--- config.mk ---
export PLATFORM = sky130hd
export DESIGN_NAME = seg7_scan_driver_flat
export DESIGN_NICKNAME = d
export VERILOG_FILES = /design/src/rtl/seg7_scan_driver_if.sv /design/src/rtl/seg7_scan_driver.sv /design/src/flat_wrapper.sv
export SDC_FILE = /design/constraint.sdc
export NUM_CORES = 1
export LEC_CHECK = 0
export ABC_CLOCK_PERIOD_IN_PS = 5100
export CORE_ASPECT_RATIO = 1.2
export CORE_MARGIN = 4
export CORE_UTILIZATION = 25
export CTS_CLUSTER_DIAMETER = 150
export DETAILED_ROUTE_END_ITERATION = 10
export GPL_ROUTABILITY_DRIVEN = 0
export HOLD_SLACK_MARGIN = 0.08
export SYNTH_ARGS = -nofsm -noshare
export SYNTH_HDL_FRONTEND = slang
export SYNTH_SLANG_ARGS = --single-unit
--- constraint.sdc ---
create_clock -name clk -period 5.1 [get_ports clk]
set_input_delay 1.53 -clock clk [delete_from_list [all_inputs] [get_ports clk]]
set_output_delay 1.53 -clock clk [all_outputs]
set_load 0.05 [all_outputs]
--- src/rtl/seg7_scan_driver_if.sv ---
// Glyph-code and display-pin bundle between the game logic and the scan driver.
interface seg7_scan_driver_if;
    logic       load;
    logic [4:0] code0;
    logic [4:0] code1;
    logic [4:0] code2;
    logic [4:0] code3;
    logic [3:0] dp_mask;
    logic       blink_en;
    logic [3:0] an;
    logic [6:0] seg;
    logic       dp;
    logic       frame_tick;

    modport master (
        output load, code0, code1, code2, code3, dp_mask, blink_en,
        input  an, seg, dp, frame_tick
    );

    modport slave (
        input  load, code0, code1, code2, code3, dp_mask, blink_en,
        output an, seg, dp, frame_tick
    );
endinterface

--- src/rtl/seg7_scan_driver.sv ---
// Four-digit common-anode scan driver with frame-synchronous double-buffered
// glyph codes and optional whole-display blink.
module seg7_scan_driver #(
    parameter int REFRESH_DIV  = 100000,
    parameter int BLINK_FRAMES = 125
) (
    input logic               clk,
    input logic               reset,
    seg7_scan_driver_if.slave bus
);
    localparam int DIV_W = (REFRESH_DIV > 2) ? $clog2(REFRESH_DIV) : 1;
    localparam int FRM_W = (BLINK_FRAMES > 2) ? $clog2(BLINK_FRAMES) : 1;
    localparam logic [DIV_W-1:0] DIV_LAST = DIV_W'(REFRESH_DIV - 1);
    localparam logic [FRM_W-1:0] FRM_LAST = FRM_W'(BLINK_FRAMES - 1);
    localparam logic [4:0]       CODE_BLANK = 5'd31;

    logic [DIV_W-1:0] div_cnt;
    logic [1:0]       idx;
    logic             slot_tick;
    logic             frame_tick_c;
    logic [3:0][4:0]  pending;
    logic [3:0][4:0]  active;
    logic             dirty;
    logic [FRM_W-1:0] frm_cnt;
    logic             blink_phase;
    logic             blank_now;
    logic [3:0]       an_q;
    logic [6:0]       seg_q;
    logic             dp_q;

    // Segment order {g,f,e,d,c,b,a}, active-low.
    function automatic logic [6:0] glyph_seg(input logic [4:0] code);
        logic [6:0] s;
        case (code)
            5'd0:    s = 7'b1000000;
            5'd1:    s = 7'b1111001;
            5'd2:    s = 7'b0100100;
            5'd3:    s = 7'b0110000;
            5'd4:    s = 7'b0011001;
            5'd5:    s = 7'b0010010;
            5'd6:    s = 7'b0000010;
            5'd7:    s = 7'b1111000;
            5'd8:    s = 7'b0000000;
            5'd9:    s = 7'b0010000;
            5'd10:   s = 7'b0001100;
            5'd11:   s = 7'b1000111;
            5'd12:   s = 7'b0001000;
            5'd13:   s = 7'b0010001;
            5'd14:   s = 7'b0000110;
            5'd15:   s = 7'b0101111;
            5'd16:   s = 7'b1000001;
            5'd17:   s = 7'b0101011;
            5'd18:   s = 7'b0111111;
            default: s = 7'b1111111;
        endcase
        return s;
    endfunction

    always_comb begin
        slot_tick    = (div_cnt == DIV_LAST);
        frame_tick_c = slot_tick && (idx == 2'd3);
        blank_now    = bus.blink_en && blink_phase;
    end

    always_ff @(posedge clk) begin
        if (reset) begin
            div_cnt <= '0;
            idx     <= 2'd0;
        end else if (slot_tick) begin
            div_cnt <= '0;
            idx     <= idx + 2'd1;
        end else begin
            div_cnt <= div_cnt + 1'b1;
        end
    end

    // A load coinciding with the boundary commits the older pending codes and stays dirty.
    always_ff @(posedge clk) begin
        if (reset) begin
            pending <= {4{CODE_BLANK}};
            active  <= {4{CODE_BLANK}};
            dirty   <= 1'b0;
        end else begin
            if (frame_tick_c && dirty) begin
                active <= pending;
            end
            if (bus.load) begin
                pending <= {bus.code3, bus.code2, bus.code1, bus.code0};
                dirty   <= 1'b1;
            end else if (frame_tick_c) begin
                dirty <= 1'b0;
            end
        end
    end

    always_ff @(posedge clk) begin
        if (reset || !bus.blink_en) begin
            frm_cnt     <= '0;
            blink_phase <= 1'b0;
        end else if (frame_tick_c) begin
            if (frm_cnt == FRM_LAST) begin
                frm_cnt     <= '0;
                blink_phase <= ~blink_phase;
            end else begin
                frm_cnt <= frm_cnt + 1'b1;
            end
        end
    end

    // Anode, cathodes and dp come from one register stage so they switch together.
    always_ff @(posedge clk) begin
        if (reset || blank_now) begin
            an_q  <= 4'b1111;
            seg_q <= 7'b1111111;
            dp_q  <= 1'b1;
        end else begin
            an_q  <= ~(4'b0001 << idx);
            seg_q <= glyph_seg(active[idx]);
            dp_q  <= ~bus.dp_mask[idx];
        end
    end

    assign bus.an         = an_q;
    assign bus.seg        = seg_q;
    assign bus.dp         = dp_q;
    assign bus.frame_tick = frame_tick_c;
endmodule
--- src/flat_wrapper.sv ---
// flat-port wrapper written by rule: the top's interface ports become plain ports
module seg7_scan_driver_flat 
#(
    parameter int REFRESH_DIV  = 100000,
    parameter int BLINK_FRAMES = 125
)
  (clk, reset, bus_load, bus_code0, bus_code1, bus_code2, bus_code3, bus_dp_mask, bus_blink_en, bus_an, bus_seg, bus_dp, bus_frame_tick);
  seg7_scan_driver_if bus_i ();
  input logic clk;
  input logic reset;
  input wire logic [$bits(bus_i.load)-1:0] bus_load;
  input wire logic [$bits(bus_i.code0)-1:0] bus_code0;
  input wire logic [$bits(bus_i.code1)-1:0] bus_code1;
  input wire logic [$bits(bus_i.code2)-1:0] bus_code2;
  input wire logic [$bits(bus_i.code3)-1:0] bus_code3;
  input wire logic [$bits(bus_i.dp_mask)-1:0] bus_dp_mask;
  input wire logic [$bits(bus_i.blink_en)-1:0] bus_blink_en;
  output wire logic [$bits(bus_i.an)-1:0] bus_an;
  output wire logic [$bits(bus_i.seg)-1:0] bus_seg;
  output wire logic [$bits(bus_i.dp)-1:0] bus_dp;
  output wire logic [$bits(bus_i.frame_tick)-1:0] bus_frame_tick;
  assign bus_i.load = bus_load;
  assign bus_i.code0 = bus_code0;
  assign bus_i.code1 = bus_code1;
  assign bus_i.code2 = bus_code2;
  assign bus_i.code3 = bus_code3;
  assign bus_i.dp_mask = bus_dp_mask;
  assign bus_i.blink_en = bus_blink_en;
  assign bus_an = bus_i.an;
  assign bus_seg = bus_i.seg;
  assign bus_dp = bus_i.dp;
  assign bus_frame_tick = bus_i.frame_tick;
  seg7_scan_driver #(.REFRESH_DIV(REFRESH_DIV), .BLINK_FRAMES(BLINK_FRAMES)) u_core (.clk(clk), .reset(reset), .bus(bus_i));
endmodule
==> impl_results.md <==
- Final net count: 459
- Die H: 139 um
- Die W: 117 um
- Number of distinct library cells after synthesis: 45
- Pwr Total: 1340 uW
- Synth Register Bits: 80
- WP data arrival: 2.85 ns
- Leakage: 0.00164 uW
- Final Setup Violations: 0
- Worst clock skew: 0.00456 ns
- CTS root buf: clkbuf_16
- Post-Syn Area: 0.00358 mm^2
- Fillers: 1402
- RR Startpoint: u_core.idx[0]
- Slew Limit Headroom: 0.511
- Pin count of the biggest net entering global routing: 67
- Nature of the critical path startpoint: register
- Post-synthesis net count: 430
- Clk Latency, worst-skew pair: 0.33 ns
- Initial antenna violation count: 0
- Endpoints failing hold: 0
- Aggregate global routing overflow: 0
- Worst flop-to-flop path endpoint: u_core.bus.seg[1]
- Clock Power Share: 0.462
- CTS Buf Count: 9
- Final Critical Period: 4.38 ns
- 1st-iter DRT viols: 173
- CP max FO: 5
- Design area: 0.00438 mm^2
- GRT Total Usage: 0.0930
- Clk slew on worst S/H paths: 0.05 ns
- Post-synth EDFFs: 0
- IO Pins: 41
- Pre-antenna DRT Iters: 4
- DR WL/cell: 12.1 um
- Sequential share of power: 0.485
- MaxCap Viol Count: 0
- Resized cells post-CTS: 0
- Fin crit share: 0.859
- Actual slew at the worst max-slew pin: 0.734 ns
- Ys Warns: 0
- # rows: 47
- Core ar.: 0.0139 mm^2
- Dpl hpwl: 5150 um
- Required time of the critical path: 3.57 ns
- Area Growth Syn to Fin: 22.5%
- Cells on worst reg2reg path: 6
- DP Area: 0.00409 mm^2
- Mapped Cells: 389
- Vias in the first global route: 2746
- Max-slew violations: 0
- Clock sink count: 80
- Initial core utilization: 0.257
- Pwr/cell area: 305 mW/mm^2
- Hold Startpoint: u_core.div_cnt[0]
- Die area: 0.0163 mm^2
- Global-route wire length before repair: 12400 um
- Clock tree from TritonCTS: built
- Antenna Nets Post-Route: 0
- Hold buffer count at CTS: 0
- Post-synth ARST share: 0
- Crit. End Element: output pin
- Worst ir drop on vdd: 186 uV
- Reg2reg setup slack: 2.77 ns
- Port Buf Inserts: 40
- Clock Path Buffers: 2
- Max H-tree Level: 3
- Layout cells sized above 1: 0.0898
- Sw Pwr: 282 uW
- WHS Path Cells: 1
- Syn avg cell area: 9.19 um^2
- Max Clock Freq: 228 MHz
- Logic pwr share: 0.054
- Worst Path Class, Setup: register to output pin
- Ys flop type: dfxtp_1
- Drt drc: 0
- Mean number of vias per cell: 4.59
- Vias: 2727
- Setup TNS: 0 ns
- Hold WC Path Type: register to register
- Hold Crit Endpoint: u_core.div_cnt[0]
- Post-CTS setup buffer count: 0
- Final wirelength: 7160 um
- Switch share: 0.211
- Status: completed
- P_int: 1050 uW
- Unrepaired setup endpoints after global routing: no
- Seq/Total Area, Yosys: 0.448
- ANT cells: 0
[power by group through the flow]
stage	combinational, uW	sequential (uW)	clock [uW]
finish	71.7	647	617
global route	79.8	649	663
CTS	72.6	647	641
detailed placement	72.2	661	0
global placement	71.7	661	0
floorplan	39.3	662	0
[layer usage]
metal  GRT usage  vias to the layer above  routed length [um]  share of wire
li1            -                     1419                   -              -
met1       0.121                     1253                3440           0.48
met2       0.142                       46                3290           0.46
met3      0.0266                        9                 288          0.040
met4      0.0417                        0                 143          0.020
met5           0                        -                   0              0
[through the flow]
stage	hold WS (ns)	worst slack, ns	util	instances
after floorplan	0.438	1.40	-	389
after global placement	0.455	1.05	0.294	578
after detailed placement	0.467	1.03	0.294	578
after CTS	0.476	0.659	0.314	594
after global routing	0.519	0.561	0.314	594
final	0.474	0.720	0.314	594
[flip-flops by register name, summed over array words and instances (netlist names)]
signal and cells:
u_core.active 20, u_core.pending 20, u_core.div_cnt 17, u_core.bus.seg 7, u_core.frm_cnt 7, u_core.bus.an 4
u_core.idx 2, u_core.blink_phase 1, u_core.bus.dp 1, u_core.dirty 1
[critical path, cell delays in order (launching register included)]
cell and delay, ns:
dfxtp_1 0.38, ha_1 0.23, nand4_1 0.21, or4_2 0.69, nor2_1 0.17, clkdlybuf4s50_1 0.83
[synth_stat cells (all sizes together), types with 2 or more instances]
master  number  area share
a211o       20       0.049
a21boi       2      0.0042
a21oi       30       0.042
a311oi       2      0.0049
a31o         2      0.0049
and2         2      0.0035
and3         5      0.0094
buf          7       0.011
clkbuf      17       0.019
dfxtp       80        0.45
ha          13       0.045
inv         10       0.010
mux2i        2      0.0056
mux4         7       0.044
nand2       24       0.026
nand2b       5      0.0087
nand3       17       0.024
nand4        5      0.0087
nor2        52       0.059
nor2b       20       0.035
nor3        24       0.034
o211ai       3      0.0063
o21ai        8       0.011
or4          3      0.0077
xnor2        4      0.0098
xor2        13       0.032
[logic make-up (layout without fill, tap and decap cells)]
family                     count (synthesis)  after routing  synth area share
and+or+nand+nor                          165            165             0.242
DFF                                       80             80             0.448
AOI/OAI and AO/OA                         70             70             0.129
buffers and inverters                     34             68            0.0406
xor gates and xnor gates                  17             17            0.0416
adders and majority gates                 13             13            0.0455
muxes                                     10             10            0.0528
[worst max-delay path by stage]
stage,depth (start not counted),slack [ns],end,start
6_report,5,0.72,bus_frame_tick,u_core.div_cnt[0]
5_1_grt,5,0.56,bus_frame_tick,u_core.div_cnt[0]
4_1_cts,5,0.66,bus_frame_tick,u_core.div_cnt[0]
3_5_place_dp,5,1.03,bus_frame_tick,u_core.div_cnt[0]
3_3_place_gp,4,1.05,bus_frame_tick,u_core.div_cnt[5]
2_1_floorplan,3,1.40,bus_frame_tick,u_core.div_cnt[5]
[final cells by class]
class                           count  area, um^2  share of cell area
Sequential cell                    80        1600               0.366
Multi-Input combinational cell    275        1830               0.417
Tap cell                          171         214              0.0488
Clock inverter                      6        60.1              0.0137
Inverter                           10        37.5             0.00857
Timing Repair Buffer               42         410              0.0937
Clock buffer                       10         229              0.0523
[placed cells by master (no fill, tap or decap), drive strengths merged, types with 4 or more instances in the layout]
cell | netlist | layout
dfxtp | 80 | 80
nor2 | 52 | 52
clkdlybuf4s50 | 0 | 39
a21oi | 30 | 30
nor3 | 24 | 24
nand2 | 24 | 24
nor2b | 20 | 20
a211o | 20 | 20
nand3 | 17 | 17
xor2 | 13 | 13
ha | 13 | 13
inv | 10 | 10
clkbuf | 17 | 10
o21ai | 8 | 8
mux4 | 7 | 7
nand4 | 5 | 5
nand2b | 5 | 5
and3 | 5 | 5
xnor2 | 4 | 4
No activity file was read; power rests on OpenSTA's default activity.
